**src/rtl/lfsr_word_gen.sv**
```systemverilog
// lfsr_word_gen: Fibonacci LFSR that packs one feedback bit per step into
// OUT_BITS-wide words and hands them out over a valid/ready handshake.
// Supports runtime reseeding. Optional all-zero lockup protection is
// enabled by defining LFSR_LOCKUP_GUARD_EN; without it a zero seed is
// loaded literally and lockup stays low.
// All outputs are driven straight from flops.
module lfsr_word_gen #(
    parameter int               WIDTH    = 16,
    parameter logic [WIDTH-1:0] TAPS     = 16'hB400,
    parameter logic [WIDTH-1:0] SEED     = 16'hACE1,
    parameter int               OUT_BITS = 4
) (
    input  logic                clk,
    input  logic                reset_n,
    input  logic                en,
    input  logic                seed_load,
    input  logic [WIDTH-1:0]    seed_in,
    input  logic                out_ready,
    output logic                out_valid,
    output logic [OUT_BITS-1:0] out_data,
    output logic [WIDTH-1:0]    lfsr_state,
    output logic                lockup
);

    localparam int CNT_W = (OUT_BITS > 1) ? $clog2(OUT_BITS) : 1;
    localparam logic [CNT_W-1:0] CNT_ZERO = {CNT_W{1'b0}};
    localparam logic [CNT_W-1:0] CNT_ONE  = CNT_W'(32'd1);
    localparam logic [CNT_W-1:0] CNT_LAST = CNT_W'(OUT_BITS - 1);

    typedef enum logic [0:0] {
        ST_FILL  = 1'b0,
        ST_STALL = 1'b1
    } state_t;

    // Even-parity helper: XOR of the tapped register bits.
    function automatic logic tap_parity(input logic [WIDTH-1:0] value);
        return ^(value & TAPS);
    endfunction

    state_t              state_r;
    state_t              state_nx_s;
    logic [WIDTH-1:0]    lfsr_r;
    logic [WIDTH-1:0]    lfsr_nx_s;
    logic [WIDTH-1:0]    lfsr_step_s;
    logic [OUT_BITS-1:0] col_r;
    logic [OUT_BITS-1:0] col_nx_s;
    logic [OUT_BITS-1:0] col_shift_s;
    logic [CNT_W-1:0]    cnt_r;
    logic [CNT_W-1:0]    cnt_nx_s;
    logic [OUT_BITS-1:0] out_data_r;
    logic [OUT_BITS-1:0] out_data_nx_s;
    logic                out_valid_r;
    logic                out_valid_nx_s;
    logic                lockup_r;
    logic                lockup_nx_s;
    logic                fb_s;
    logic                xfer_s;
    logic                zero_s;

    assign fb_s        = tap_parity(lfsr_r);
    assign lfsr_step_s = {lfsr_r[WIDTH-2:0], fb_s};
    assign xfer_s      = out_valid_r && out_ready;

    // The collector shift: newest bit enters at bit 0, so the first bit of a
    // word ends up in the MSB once OUT_BITS steps have been taken.
    if (OUT_BITS == 1) begin : g_col_single
        assign col_shift_s = fb_s;
    end else begin : g_col_multi
        assign col_shift_s = {col_r[OUT_BITS-2:0], fb_s};
    end

`ifdef LFSR_LOCKUP_GUARD_EN
    assign zero_s = (lfsr_r == {WIDTH{1'b0}});
`else
    assign zero_s = 1'b0;
`endif

    // Next-state logic: reseed first, then stepping/collection and handshake.
    always_comb begin
        state_nx_s     = state_r;
        lfsr_nx_s      = lfsr_r;
        col_nx_s       = col_r;
        cnt_nx_s       = cnt_r;
        out_data_nx_s  = out_data_r;
        out_valid_nx_s = out_valid_r;
        lockup_nx_s    = 1'b0;

        if (seed_load) begin
            // Reseed discards any pending word, even one being accepted now.
`ifdef LFSR_LOCKUP_GUARD_EN
            if (seed_in == {WIDTH{1'b0}}) begin
                lfsr_nx_s   = SEED;
                lockup_nx_s = 1'b1;
            end else begin
                lfsr_nx_s   = seed_in;
            end
`else
            lfsr_nx_s = seed_in;
`endif
            cnt_nx_s       = CNT_ZERO;
            col_nx_s       = {OUT_BITS{1'b0}};
            out_valid_nx_s = 1'b0;
            state_nx_s     = ST_FILL;
        end else begin
            // A consumed word drops valid unless a new word replaces it below.
            if (xfer_s) begin
                out_valid_nx_s = 1'b0;
            end else begin
                out_valid_nx_s = out_valid_r;
            end

            case (state_r)
                ST_FILL: begin
                    if (en && !zero_s) begin
                        lfsr_nx_s = lfsr_step_s;
                        col_nx_s  = col_shift_s;
                        if (cnt_r == CNT_LAST) begin
                            cnt_nx_s = CNT_ZERO;
                            if (!out_valid_r || xfer_s) begin
                                out_data_nx_s  = col_shift_s;
                                out_valid_nx_s = 1'b1;
                            end else begin
                                // Output still occupied: park the word in col.
                                state_nx_s = ST_STALL;
                            end
                        end else begin
                            cnt_nx_s = cnt_r + CNT_ONE;
                        end
                    end else begin
                        lfsr_nx_s = lfsr_r;
                    end
                end
                ST_STALL: begin
                    if (xfer_s) begin
                        out_data_nx_s  = col_r;
                        out_valid_nx_s = 1'b1;
                        state_nx_s     = ST_FILL;
                    end else begin
                        state_nx_s = ST_STALL;
                    end
                end
                default: begin
                    state_nx_s = ST_FILL;
                end
            endcase

            // Zero state recovery replaces the step; cnt and col are untouched.
            if (zero_s) begin
                lfsr_nx_s   = SEED;
                lockup_nx_s = 1'b1;
            end else begin
                lockup_nx_s = 1'b0;
            end
        end
    end

    // State, LFSR, collector and output registers.
    always_ff @(posedge clk or negedge reset_n) begin
        if (!reset_n) begin
            state_r     <= ST_FILL;
            lfsr_r      <= SEED;
            col_r       <= {OUT_BITS{1'b0}};
            cnt_r       <= CNT_ZERO;
            out_data_r  <= {OUT_BITS{1'b0}};
            out_valid_r <= 1'b0;
            lockup_r    <= 1'b0;
        end else begin
            state_r     <= state_nx_s;
            lfsr_r      <= lfsr_nx_s;
            col_r       <= col_nx_s;
            cnt_r       <= cnt_nx_s;
            out_data_r  <= out_data_nx_s;
            out_valid_r <= out_valid_nx_s;
            lockup_r    <= lockup_nx_s;
        end
    end

    assign out_valid  = out_valid_r;
    assign out_data   = out_data_r;
    assign lfsr_state = lfsr_r;
    assign lockup     = lockup_r;

endmodule

```
**config.mk**
```make
export PLATFORM = sky130hd
export DESIGN_NAME = lfsr_word_gen
export DESIGN_NICKNAME = d
export VERILOG_FILES = /design/src/rtl/lfsr_word_gen.sv
export SDC_FILE = /design/constraint.sdc
export NUM_CORES = 1
export LEC_CHECK = 0
export ABC_AREA = 1
export BUFFER_PORTS_ARGS = -buffer_cell sky130_fd_sc_hd__buf_2
export CAP_MARGIN = 20
export CORE_MARGIN = 2
export CORE_UTILIZATION = 57
export CTS_BUF_LIST = sky130_fd_sc_hd__clkbuf_4
export DETAILED_ROUTE_END_ITERATION = 8
export PLACE_DENSITY_LB_ADDON = 0.1
export SYNTH_ARGS = -nofsm -noshare
export SYNTH_HDL_FRONTEND = slang
export SYNTH_SLANG_ARGS = --single-unit
```
**constraint.sdc**
```tcl
create_clock -name clk -period 1.62 [get_ports clk]
set_input_delay 0.405 -clock clk [delete_from_list [all_inputs] [get_ports clk]]
set_output_delay 0.405 -clock clk [all_outputs]
set_load 0.05 [all_outputs]
```
[After elaboration in Yosys (flattened, before gate mapping)]
Cells that the tools add are included.
Word-level totals
  flip-flop bits (word level): 28
  input bits: 21
  output and inout bits: 22
Cells by class
  bitwise gates (word level): 2
  add/subtract/negate cells: 1
  muxes and demuxes: 28
  reductions and logical operators: 7
  equal/unequal tests: 6
Operator list (number)
  two-way mux 16 bit: 3
  two-way mux 4 bit: 7
  parity 16 bit: 1
  two-way mux 1 bit: 11
  two-way mux 2 bit: 4
  inequality test 2 bit, second input constant: 4
  one-hot mux 4 bit (2 select lines): 1
  AND reduction 5 bit: 1
  one-hot mux 1 bit (2 select lines): 2
  adder 2 x 1 -> 2 bit, second input constant: 1
  equality test 2 bit, second input constant: 1
  inequality test 2 x 1 -> 1 bit, second input constant: 1
  NOT 1 bit: 2
  AND reduction 2 bit: 1
  nonzero test 2 bit: 1
  logical AND 1 bit: 1
  logical NOT 1 bit: 1
  logical OR 1 bit: 1

[Depth between registers and ports, before layout]
  depth in word-level cells: 7
  mapped depth: 7
  gate-level depth less buffers: 7

[Least setup slack after synthesis]
No wires, ideal clock.
  kind: register to register
  start point: register out_valid_r, in the netlist out_valid
  end point: register out_valid_r, in the netlist out_valid
  data required time: 1.557 ns
  data arrival time: 1.186 ns
  cell stages (with the launch flop): 6
  slack: 0.371 ns
  buffers on the path: 0
  cell sequence: dfrtp_1 > inv_1 > or2_2 > nand3_1 > nand3_1 > inv_1
Between the ends
  longest elaborated chain between the ends: 7
  elaborated cells between the ends (all ways): 10
  those cells by class: 7 x mux; 3 x reduce/logical
RTL lines
  start, declared: line 52  | logic out_valid_r;
  start signal, assigned: line 173  | out_valid_r <= out_valid_nx_s;
  logical AND 1 bit or logical NOT 1 bit (tied branches): line 62, 119
  two-way mux 1 bit or logical OR 1 bit (tied branches): line 106, 119
  two-way mux 1 bit: line 119  | if (!out_valid_r || xfer_s) begin
  two-way mux 1 bit: line 117  | if (cnt_r == CNT_LAST) begin
  two-way mux 1 bit: line 114  | if (en && !zero_s) begin
  one-hot mux 1 bit (2 select lines) *: line 112  | case (state_r)
  two-way mux 1 bit *: line 88  | if (seed_load) begin
  via out_valid_nx_s: line 53  | logic out_valid_nx_s;
Mark *: on every way through the listed nets, which the timed path passes. The rest lies on a longest branch.
A chain may end at the register's enable or synchronous reset.

[Worst setup path after layout]
  start point: register lfsr_r[0], in the netlist lfsr_state[0]
  end point: output lfsr_state[0]
RTL lines
  start, declared: line 42  | logic [WIDTH-1:0] lfsr_r;
  start signal, assigned: line 169  | lfsr_r <= lfsr_nx_s;
  end, declared: line 21  | output logic [WIDTH-1:0] lfsr_state,
No word-level cell between the ends.

==> run metrics <==
number of diodes added for antenna fixing 0; synth warn 0; area post-placement between 1500 and 2000 µm²; overflow left after global routing 0; die boundary width 53.92 µm; category of the worst setup path capture point output pin; Critical Path Slowest Stage Cell sky130_fd_sc_hd__dfstp_2; critical path data arrival time 1160 ps; last weighted congestion value of the routability-driven placer between 0.7 and 0.8; number of placed cells counting well taps 230; effective utilization at floorplan around 60%; global-route usage over all layers 22.02%; RSZ-0062 raised after global routing no; Max Clock Skew 10.70 ps; post-placement worst setup slack about 270 ps; via density per instance ~5.0; power per cell area slightly above 1000 nW/µm²; Row Count 18; vertical die dimension ~54 µm; share of total power consumed by net switching about a third; number of antenna violations at the first check in global routing 0; Hold Buf Count CTS 0; total via count after detailed routing ~1200; largest cells by area after synthesis sky130_fd_sc_hd__dfrtp_1 35%, sky130_fd_sc_hd__nand2_1 17%, sky130_fd_sc_hd__dfstp_2 15%; Core Region approximately 2400 µm²; Tcrit/Tclk final a little over nine tenths; worst setup path category flop to output pin; TritonCTS clock tree yes; number of antenna-violating nets in the routed design 0; flip-flop and latch area between 700 and 800 µm²; Critical Path Fanout Max 3; hold violation count in the final report 0; Crit path required time approximately 1200 ps; total of endpoints with negative setup slack in the final report 0; average wire per standard cell about 12 µm; count of buffers inserted at the top-level ports 41; cell count after synthesis approximately 160; core occupancy in the finished layout a little over two thirds; most used standard cells in the synthesized netlist 66 x sky130_fd_sc_hd__nand2_1, 20 x sky130_fd_sc_hd__dfrtp_1, 14 x sky130_fd_sc_hd__inv_1; count of flip-flops with a built-in enable after synthesis 0; cell family with the largest share of critical-path delay flip-flops; worst path setup slack after routing around 51 ps; top-count cell post-synth sky130_fd_sc_hd__nand2_1; count of unresolved DRC violations after routing 0; post-synth cell types 29; maximum clock insertion buffer count 2; sequential group share of total power ~48%; crit path launch lfsr_state[0]; layout cells sized above 1 roughly a third; Synth top area share a little over a third; kind of start point of the critical path flop; Avg Synthesized Cell Area around 8.7 µm²; Worst slew margin roughly three fifths; worst stage delay on the critical path a little under 600 ps; area delta synth->final 18.33%; Max rail drop VDD 0.0007674 V; net switching power of the design roughly 0.57 mW; total I/O pin count 43; leakage roughly 0.89 nW; number of DRC markers after the initial detailed-route iteration 21; largest area contributor in the synthesized netlist sky130_fd_sc_hd__dfrtp_1; count of nets after finishing between 200 and 250; worst reg2reg setup slack about 280 ps; cells traversed along the worst timing path buf_2; share of synthesized registers carrying an async set or reset 100.0%; Sum Neg Setup Slack 0 ps; cell area after layout ~1700 µm²; flop and latch count out of synthesis 28; outcome finished clean; wire length of the first global-routing pass ~4.6 mm; pin count of the biggest net entering global routing 29; clock tree sinks 28; area of the multi-input gates approximately 580 µm²; part of the total power dissipated in the clock network a little over a quarter; RR Endpoint lfsr_state[15]; maximum achievable frequency 0.6374 GHz; netlist area before placement roughly 1400 µm²; CTS Root Cell sky130_fd_sc_hd__clkbuf_4; shortest clock period the worst path allows after layout approximately 1600 ps; clock insertion delay at the later pin of the skew report 320 ps; final-layout fill cell count 211; clock transition at the registers of the reported paths roughly 150 ps; type of the most critical hold path input pin to async pin; area of the die approximately 2900 µm²; worst-margin pin slew ~600 ps; fraction of power consumed by combinational cells approximately a quarter; post-synth net total 185; number of optimization iterations in the first detailed-route pass 4; crit path buf inv count 1; via count of the first global-routing pass between 1000 and 1500; Routed WL 2.762 mm; number of buffers inserted during clock tree synthesis 3; ys flop type sky130_fd_sc_hd__dfrtp_1; sequential area share after synthesis between 50% and 60%; depth of the most critical reg-to-reg path 4; worst reg2reg startpoint state_r; cell internal pwr between 1 and 1.5 mW; HPWL after detailed placement ~2.1 mm; H-Tree Depth 1; max-capacitance violation count 0; post-route insts no fill about 230; number of pins with negative max-slew slack in the final report 0
[worst max-delay path by stage]
| stage | to | cells after the start |
|---|---|---|
| global route | lfsr_state[13] | 1 |
| floorplan | out_valid | 5 |
| global placement | lfsr_state[15] | 6 |
| CTS | lfsr_state[13] | 1 |
| finish | lfsr_state[0] | 1 |
| detailed placement | lfsr_state[2] | 4 |
[power by group through the flow]
stage,sequential (mW),combinational [mW],clock (mW)
6_report,0.821,0.444,0.451
5_1_grt,0.830,0.483,0.483
4_1_cts,0.820,0.445,0.467
3_5_place_dp,0.832,0.444,0
3_3_place_gp,0.831,0.439,0
2_1_floorplan,1.01,0.153,0
[routing by layer]
| metal | GRT usage (%) | routed length (µm) | up-vias |
|---|---|---|---|
| met3 | 3.056 | 112 | 2 |
| met1 | 29.73 | 1281 | 544 |
| li1 | - | - | 602 |
| met2 | 35.57 | 1353 | 28 |
| met4 | 8.974 | 15 | 0 |
| met5 | 0 | 0 | - |
[flip-flops by register name (all words and copies together) (netlist names)]
name,cells
state_r,1
cnt_r,2
lfsr_state,16
col_r,4
out_valid,1
out_data,4
[area by class of cell]
type / count / area share, %
timing repair buffer: 42 / 13.10
tap: 30 / 2.234
multi-input combinational: 112 / 34.77
clock inverter: 1 / 1.787
sequential: 28 / 42.29
inverter: 18 / 4.468
clock buffer: 3 / 1.340
[stage by stage]
| step | hold slack [ps] | total power [mW] |
|---|---|---|
| floorplan | 109.4 | 1.160 |
| global placement | 448.4 | 1.271 |
| detailed placement | 453.5 | 1.276 |
| CTS | 67.90 | 1.733 |
| global route | 99.45 | 1.796 |
| finish | 62.29 | 1.716 |
[kinds of logic after synthesis]
group | count (synthesis) | synth area share, %
AOI/OAI and AO/OA | 19 | 10.22
adders and majority gates | 1 | 0.8809
other | 1 | 0.2641
xor gates and xnor gates | 1 | 0.6169
buffers and inverters | 23 | 8.811
DFF | 28 | 50.04
and+or+nand+nor | 90 | 29.16
[repair_timing]
item | in CTS | in global routing
endpoints found under the hold margin | 0 | 0
endpoints found under the setup margin | 0 | 3
setup buffers | 0 | 0
gates resized for setup | 0 | 3
[cell usage in the layout (no fill, tap or decap), types with 3 or more instances in the layout]
master and count:
sky130_fd_sc_hd__buf_2 38, sky130_fd_sc_hd__clkbuf_4 6, sky130_fd_sc_hd__o211ai_1 8, sky130_fd_sc_hd__inv_1 14, sky130_fd_sc_hd__dfstp_2 8, sky130_fd_sc_hd__nand3_1 13, sky130_fd_sc_hd__nand2_1 66, sky130_fd_sc_hd__nor2_1 5
sky130_fd_sc_hd__o21ai_0 3, sky130_fd_sc_hd__dfrtp_1 20
(Power assumes the default switching activity.)
